File: config.mk
export PLATFORM = sky130hd
export DESIGN_NAME = uart_rx_stream
export DESIGN_NICKNAME = d
export VERILOG_FILES = /design/src/rtl/uart_pkg.sv /design/src/rtl/uart_rx_fifo.sv /design/src/rtl/uart_rx_stream.sv
export SDC_FILE = /design/constraint.sdc
export NUM_CORES = 1
export LEC_CHECK = 0
export BUFFER_PORTS_ARGS = -buffer_cell sky130_fd_sc_hd__buf_2
export CORE_MARGIN = 10
export CORE_UTILIZATION = 55
export DETAILED_ROUTE_END_ITERATION = 10
export PLACE_DENSITY = 0.75
export SYNTH_ARGS = -nofsm -noshare
export SYNTH_HDL_FRONTEND = slang
export SYNTH_SLANG_ARGS = --single-unit
File: constraint.sdc
create_clock -name clk -period 2.1 [get_ports clk]
set_input_delay 0.42 -clock clk [delete_from_list [all_inputs] [get_ports clk]]
set_output_delay 0.42 -clock clk [all_outputs]
set_load 0.005 [all_outputs]
File: src/rtl/uart_pkg.sv
// Shared constants and FSM state encoding for the UART receive stream.
// Optional even-parity support is enabled by defining UART_PARITY_EN.
package uart_pkg;

    localparam int DATA_BITS  = 8;
    localparam int OVERSAMPLE = 16;

    localparam logic [3:0] MID_SAMPLE  = 4'd7;
    localparam logic [3:0] LAST_SAMPLE = 4'(OVERSAMPLE - 1);

    typedef enum logic [2:0] {
        ST_IDLE   = 3'd0,
        ST_START  = 3'd1,
        ST_DATA   = 3'd2,
`ifdef UART_PARITY_EN
        ST_PARITY = 3'd3,
`endif
        ST_STOP   = 3'd4
    } rx_state_t;

endpackage

File: src/rtl/uart_rx_fifo.sv
// Show-ahead byte FIFO for received UART data; pointers carry one extra
// wrap bit so full and empty are distinguishable without a counter.
module uart_rx_fifo
    import uart_pkg::*;
#(
    parameter int FIFO_DEPTH = 4
) (
    input  logic                 clk,
    input  logic                 reset,
    input  logic                 push,
    input  logic                 pop,
    input  logic [DATA_BITS-1:0] din,
    output logic [DATA_BITS-1:0] dout,
    output logic                 full,
    output logic                 empty
);

    localparam int AW = $clog2(FIFO_DEPTH);

    logic [AW:0]          wr_ptr;
    logic [AW:0]          rd_ptr;
    logic [DATA_BITS-1:0] mem [FIFO_DEPTH];
    logic                 wr_en;
    logic                 rd_en;

    assign empty = (wr_ptr == rd_ptr);
    assign full  = (wr_ptr[AW] != rd_ptr[AW]) && (wr_ptr[AW-1:0] == rd_ptr[AW-1:0]);

    // A write while full is allowed when the head leaves in the same clock.
    assign wr_en = push && (!full || pop);
    assign rd_en = pop && !empty;

    always_ff @(posedge clk or posedge reset) begin
        if (reset) begin
            wr_ptr <= '0;
            rd_ptr <= '0;
        end else begin
            if (wr_en) wr_ptr <= wr_ptr + 1'b1;
            if (rd_en) rd_ptr <= rd_ptr + 1'b1;
        end
    end

    always_ff @(posedge clk) begin
        if (wr_en) mem[wr_ptr[AW-1:0]] <= din;
    end

    assign dout = empty ? '0 : mem[rd_ptr[AW-1:0]];

endmodule

File: src/rtl/uart_rx_stream.sv
// 16x oversampling UART receiver feeding a ready/valid byte stream.
// Define UART_PARITY_EN to receive one even-parity bit before the stop bit.
module uart_rx_stream
    import uart_pkg::*;
#(
    parameter int CLK_DIV    = 326,
    parameter int FIFO_DEPTH = 4
) (
    input  logic       clk,
    input  logic       reset,
    input  logic       serialInput,
    output logic [7:0] rxData,
    output logic       rxValid,
    input  logic       rxReady,
    output logic       frameError,
    output logic       overrun,
    output logic       parityError
);

    logic        sync_0;
    logic        sync_1;
    logic        line;
    logic [15:0] tick_cnt;
    logic        sample_tick;

    rx_state_t   state, state_n;
    logic [3:0]  sample_cnt, sample_cnt_n;
    logic [2:0]  bit_cnt, bit_cnt_n;
    logic [7:0]  shift_reg, shift_n;
    logic        armed, armed_n;
    logic        push_req;
    logic        frame_err_set;

    logic        fifo_full;
    logic        fifo_empty;
    logic        pop;

    always_ff @(posedge clk or posedge reset) begin
        if (reset) begin
            sync_0 <= 1'b1;
            sync_1 <= 1'b1;
        end else begin
            sync_0 <= serialInput;
            sync_1 <= sync_0;
        end
    end

    assign line = sync_1;

    assign sample_tick = (tick_cnt == 16'(CLK_DIV - 1));

    always_ff @(posedge clk or posedge reset) begin
        if (reset)            tick_cnt <= '0;
        else if (sample_tick) tick_cnt <= '0;
        else                  tick_cnt <= tick_cnt + 16'd1;
    end

`ifdef UART_PARITY_EN
    logic parity_bad, parity_bad_n;
    logic parity_err_set;
`endif

    always_ff @(posedge clk or posedge reset) begin
        if (reset) begin
            state      <= ST_IDLE;
            sample_cnt <= '0;
            bit_cnt    <= '0;
            shift_reg  <= '0;
            armed      <= 1'b0;
`ifdef UART_PARITY_EN
            parity_bad <= 1'b0;
`endif
        end else begin
            state      <= state_n;
            sample_cnt <= sample_cnt_n;
            bit_cnt    <= bit_cnt_n;
            shift_reg  <= shift_n;
            armed      <= armed_n;
`ifdef UART_PARITY_EN
            parity_bad <= parity_bad_n;
`endif
        end
    end

    always_comb begin
        state_n       = state;
        sample_cnt_n  = sample_cnt;
        bit_cnt_n     = bit_cnt;
        shift_n       = shift_reg;
        armed_n       = armed;
        push_req      = 1'b0;
        frame_err_set = 1'b0;
`ifdef UART_PARITY_EN
        parity_bad_n   = parity_bad;
        parity_err_set = 1'b0;
`endif
        if (sample_tick) begin
            unique case (state)
                ST_IDLE: begin
                    // A break that ended in a frame error must see the line high before re-arming.
                    if (line) begin
                        armed_n = 1'b1;
                    end else if (armed) begin
                        state_n      = ST_START;
                        sample_cnt_n = '0;
`ifdef UART_PARITY_EN
                        parity_bad_n = 1'b0;
`endif
                    end
                end
                ST_START: begin
                    if (sample_cnt == MID_SAMPLE) begin
                        if (line) begin
                            state_n = ST_IDLE;
                        end else begin
                            state_n      = ST_DATA;
                            sample_cnt_n = '0;
                            bit_cnt_n    = '0;
                        end
                    end else begin
                        sample_cnt_n = sample_cnt + 4'd1;
                    end
                end
                ST_DATA: begin
                    if (sample_cnt == LAST_SAMPLE) begin
                        shift_n      = {line, shift_reg[7:1]};
                        sample_cnt_n = '0;
                        bit_cnt_n    = bit_cnt + 3'd1;
                        if (bit_cnt == 3'(DATA_BITS - 1)) begin
`ifdef UART_PARITY_EN
                            state_n = ST_PARITY;
`else
                            state_n = ST_STOP;
`endif
                        end
                    end else begin
                        sample_cnt_n = sample_cnt + 4'd1;
                    end
                end
`ifdef UART_PARITY_EN
                ST_PARITY: begin
                    if (sample_cnt == LAST_SAMPLE) begin
                        parity_bad_n   = (^shift_reg) ^ line;
                        parity_err_set = (^shift_reg) ^ line;
                        state_n        = ST_STOP;
                        sample_cnt_n   = '0;
                    end else begin
                        sample_cnt_n = sample_cnt + 4'd1;
                    end
                end
`endif
                ST_STOP: begin
                    if (sample_cnt == LAST_SAMPLE) begin
                        if (line) begin
`ifdef UART_PARITY_EN
                            push_req = !parity_bad;
`else
                            push_req = 1'b1;
`endif
                        end else begin
                            frame_err_set = 1'b1;
                            armed_n       = 1'b0;
                        end
                        state_n      = ST_IDLE;
                        sample_cnt_n = '0;
                    end else begin
                        sample_cnt_n = sample_cnt + 4'd1;
                    end
                end
                default: state_n = ST_IDLE;
            endcase
        end
    end

    assign pop     = rxValid && rxReady;
    assign rxValid = !fifo_empty;

    uart_rx_fifo #(
        .FIFO_DEPTH (FIFO_DEPTH)
    ) u_fifo (
        .clk   (clk),
        .reset (reset),
        .push  (push_req),
        .pop   (pop),
        .din   (shift_reg),
        .dout  (rxData),
        .full  (fifo_full),
        .empty (fifo_empty)
    );

    always_ff @(posedge clk or posedge reset) begin
        if (reset) begin
            frameError <= 1'b0;
            overrun    <= 1'b0;
        end else begin
            frameError <= frame_err_set;
            overrun    <= push_req && fifo_full && !pop;
        end
    end

`ifdef UART_PARITY_EN
    always_ff @(posedge clk or posedge reset) begin
        if (reset) parityError <= 1'b0;
        else       parityError <= parity_err_set;
    end
`else
    assign parityError = 1'b0;
`endif

endmodule

==> results_dict.tcl <==
set metrics [dict create \
    status "complete, but fails checks" \
    violations "setup timing" \
    yosysUniqueCellTypes 53 \
    ys_ff_latch 77 \
    cts.sinks 77 \
    path_max_fanout 6 \
    final_cell_mix "dfrtp_1, buf_4, edfxtp_1" \
    cts.path.max_buffers 2 \
    synth_nets 271 \
    relSlewSlack_pct 60.25 \
    num_vias 2237 \
    hold_ws_ps 87.29 \
    row_count 29 \
    met1_usage_pct 16.56 \
    power.density_mw_per_mm2 746.6 \
    path_clk_slew_ps 90 \
    worst_pin_slew_ps 590.7 \
    hold_violations 0 \
    grt_pass1_wl_um 11060 \
    firstDrtPassIters 4 \
    fin_crit_ps 2188 \
    synthToLayoutAreaGrowth_pct 25.88 \
    p_leak_uw 0.001985 \
    htreeDepth 3 \
    die-area_mm2 0.01005 \
    crit_path_start_kind "register" \
    period_share_pct 104.2 \
    async_flop_share_pct 58.44 \
    numCtsBuffers 9 \
    r2r-start "tick_cnt[1]$_DFF_PP0_" \
    grt_max_degree 25 \
    skew_ps 13.72 \
    cts-root-buf "clkbuf_8" \
    cap_violations 0 \
    setup_tns_ps -599.5 \
    seqPwrFrac_pct 49.5 \
    drtIter0Drc 84 \
    hp-class "primary input to asynchronous set/reset pin" \
    cp_slowest_stage_delay_ps 480 \
    wirelength_um 6784 \
    die_y_um 100.3 \
    crit_type "register to output pin" \
    use_met2_pct 23.00 \
    drive_gt1_share_pct 39.69 \
    grt.total_usage_pct 13.69 \
    ant_nets 0 \
    ctsHoldBuffers 0 \
    postSynthCellCount 257 \
    yosysTopAreaCell "dfrtp_1" \
    drt-wirelength-per-cell_um 16.88 \
    ios 16 \
    startpoint "u_fifo.rd_ptr[0]$_DFFE_PP0P_" \
    yosys_most_used_dff "dfrtp_1" \
    synth_area_leaders "dfrtp_1, edfxtp_1, mux4_2" \
    combPwrFrac_pct 17.1 \
    core_mm2 0.006314 \
    rsz0062_at_grt "true" \
    nets 334 \
    setup_slack_ps -87.90 \
    drc 0 \
    antennaDiodeCount 0 \
    final_common_cell "dfrtp_1" \
    overflow 0 \
    clockPowerShare_pct 33.4 \
    synth_top_area_share_pct 30.37 \
    grt_pass1_vias 2308 \
    peakVddDrop_uv 795.6 \
    netlist_area_mm2 0.003543 \
    p_int_uw 2464 \
    largest_reg_flops 32 \
    worstPathCellList "xor2_2 > or3b_4 > and2_4 > buf_6" \
    clock_latency_ps 350 \
    swShare_pct 26.03 \
    postSynthAreaPerCell_um2 13.79 \
    fin_util_pct 70.65 \
    use_met3_pct 2.541 \
    initial_core_util_pct 56.12 \
    seq_area_frac_synth_pct 58.97 \
    power_switching_uw 866.9 \
    report.final.slew_viol_count 0 \
    setup_viol_count_final 8 \
    io_buffers 14 \
    grt.busiest_layer "met2" \
    die_w_um 100.3 \
    cp.required_ps 1680 \
    cts_tree "done" \
    gp_congestion 0.7999 \
    crit_path_end_kind "output pin" \
    vias_per_cell 5.565 \
    yosysWarnings 0 \
    critPathArrivalTime_ps 1770 \
    crit_slowest_cell "dfrtp_2" \
    synth_edf_count 32 \
    antenna_found_initial 0 \
    max_freq_mhz 457.1 \
    place_hpwl_um 4517 \
]
[per-layer routing]
metal	wire length, µm	vias up
met3	179	12
met5	0	-
met2	3480	43
met4	156	0
li1	-	1075
met1	2968	1107
[cells in the mapped netlist (all sizes together) (2+ instances only)]
library cell	number
a31oi	2
dfrtp	43
inv	11
buf	5
xnor2	11
xor2	12
dfstp	2
or3	3
a2111oi	2
clkbuf	5
edfxtp	32
nand2	10
and2	13
nor3	5
or3b	2
mux4	8
o21ai	3
nor4	8
ha	10
nand3	6
o32ai	2
nand4	3
mux2	15
nor3b	2
and3	5
nor2	14
o31ai	3
nor4b	4
[layout make-up]
class / instances / area, µm²
Clock buffer: 9 / 123.9
Clock inverter: 7 / 75.07
Fill cell: 433 / 1853
Inverter: 11 / 41.29
Multi-Input combinational cell: 160 / 1496
Sequential cell: 77 / 2092
Tap cell: 77 / 96.34
Timing Repair Buffer: 61 / 535.5
[stage by stage]
step	setup slack [ps]	total power, µW	cell area (µm²)	instances
after global placement	-23.51	2001	3981	373
after detailed placement	-96.43	2009	3981	373
final	-87.90	3330	4461	402
after CTS	-108.0	3371	4352	398
after floorplan	62.95	1915	3552	257
after global routing	-140.7	3474	4461	402
[kinds of logic after synthesis]
kind of cell	share of synthesized area, %
xor+xnor	5.685
flops	58.97
other cells	0.1058
mux	9.852
fa+ha+maj	3.531
buf+inv	2.577
simple gates	14.58
compound gates	4.696
[worst paths after layout]
check                                             end  slack, ps  cells after the start
setup / recovery                            rxData[4]        -90                      4
hold / removal                  tick_cnt[3]$_DFF_PP0_         90                      2
setup reg to reg           u_fifo.mem[0][5]$_DFFE_PP_         40                      7
hold reg to reg                        line$_DFF_PP1_        370                      0
max in group asynchronous              line$_DFF_PP1_       1450                      3
min in group clk                     sync_0$_DFF_PP1_        170                      1
[worst max-delay path, delay by kind of cell, from the launching register on]
kind | cells | cell delay [ps]
simple gates | 2 | 620
flops | 1 | 480
xor+xnor | 1 | 200
buf+inv | 1 | 110
[power groups by stage]
stage,clock [µW],sequential (µW),combinational (µW)
after floorplan,0,1640,274
after global placement,0,1650,348
after detailed placement,0,1660,354
after CTS,1140,1640,592
after global routing,1200,1660,614
final,1110,1650,568
[repair_timing]
item                                    CTS  global route
resized for setup                        17            20
pin swaps                                 9             4
cloned                                    2             0
endpoints found under the setup margin   30            24
setup buffers                             7             5
Note: power is estimated with default switching activity, not from simulation.
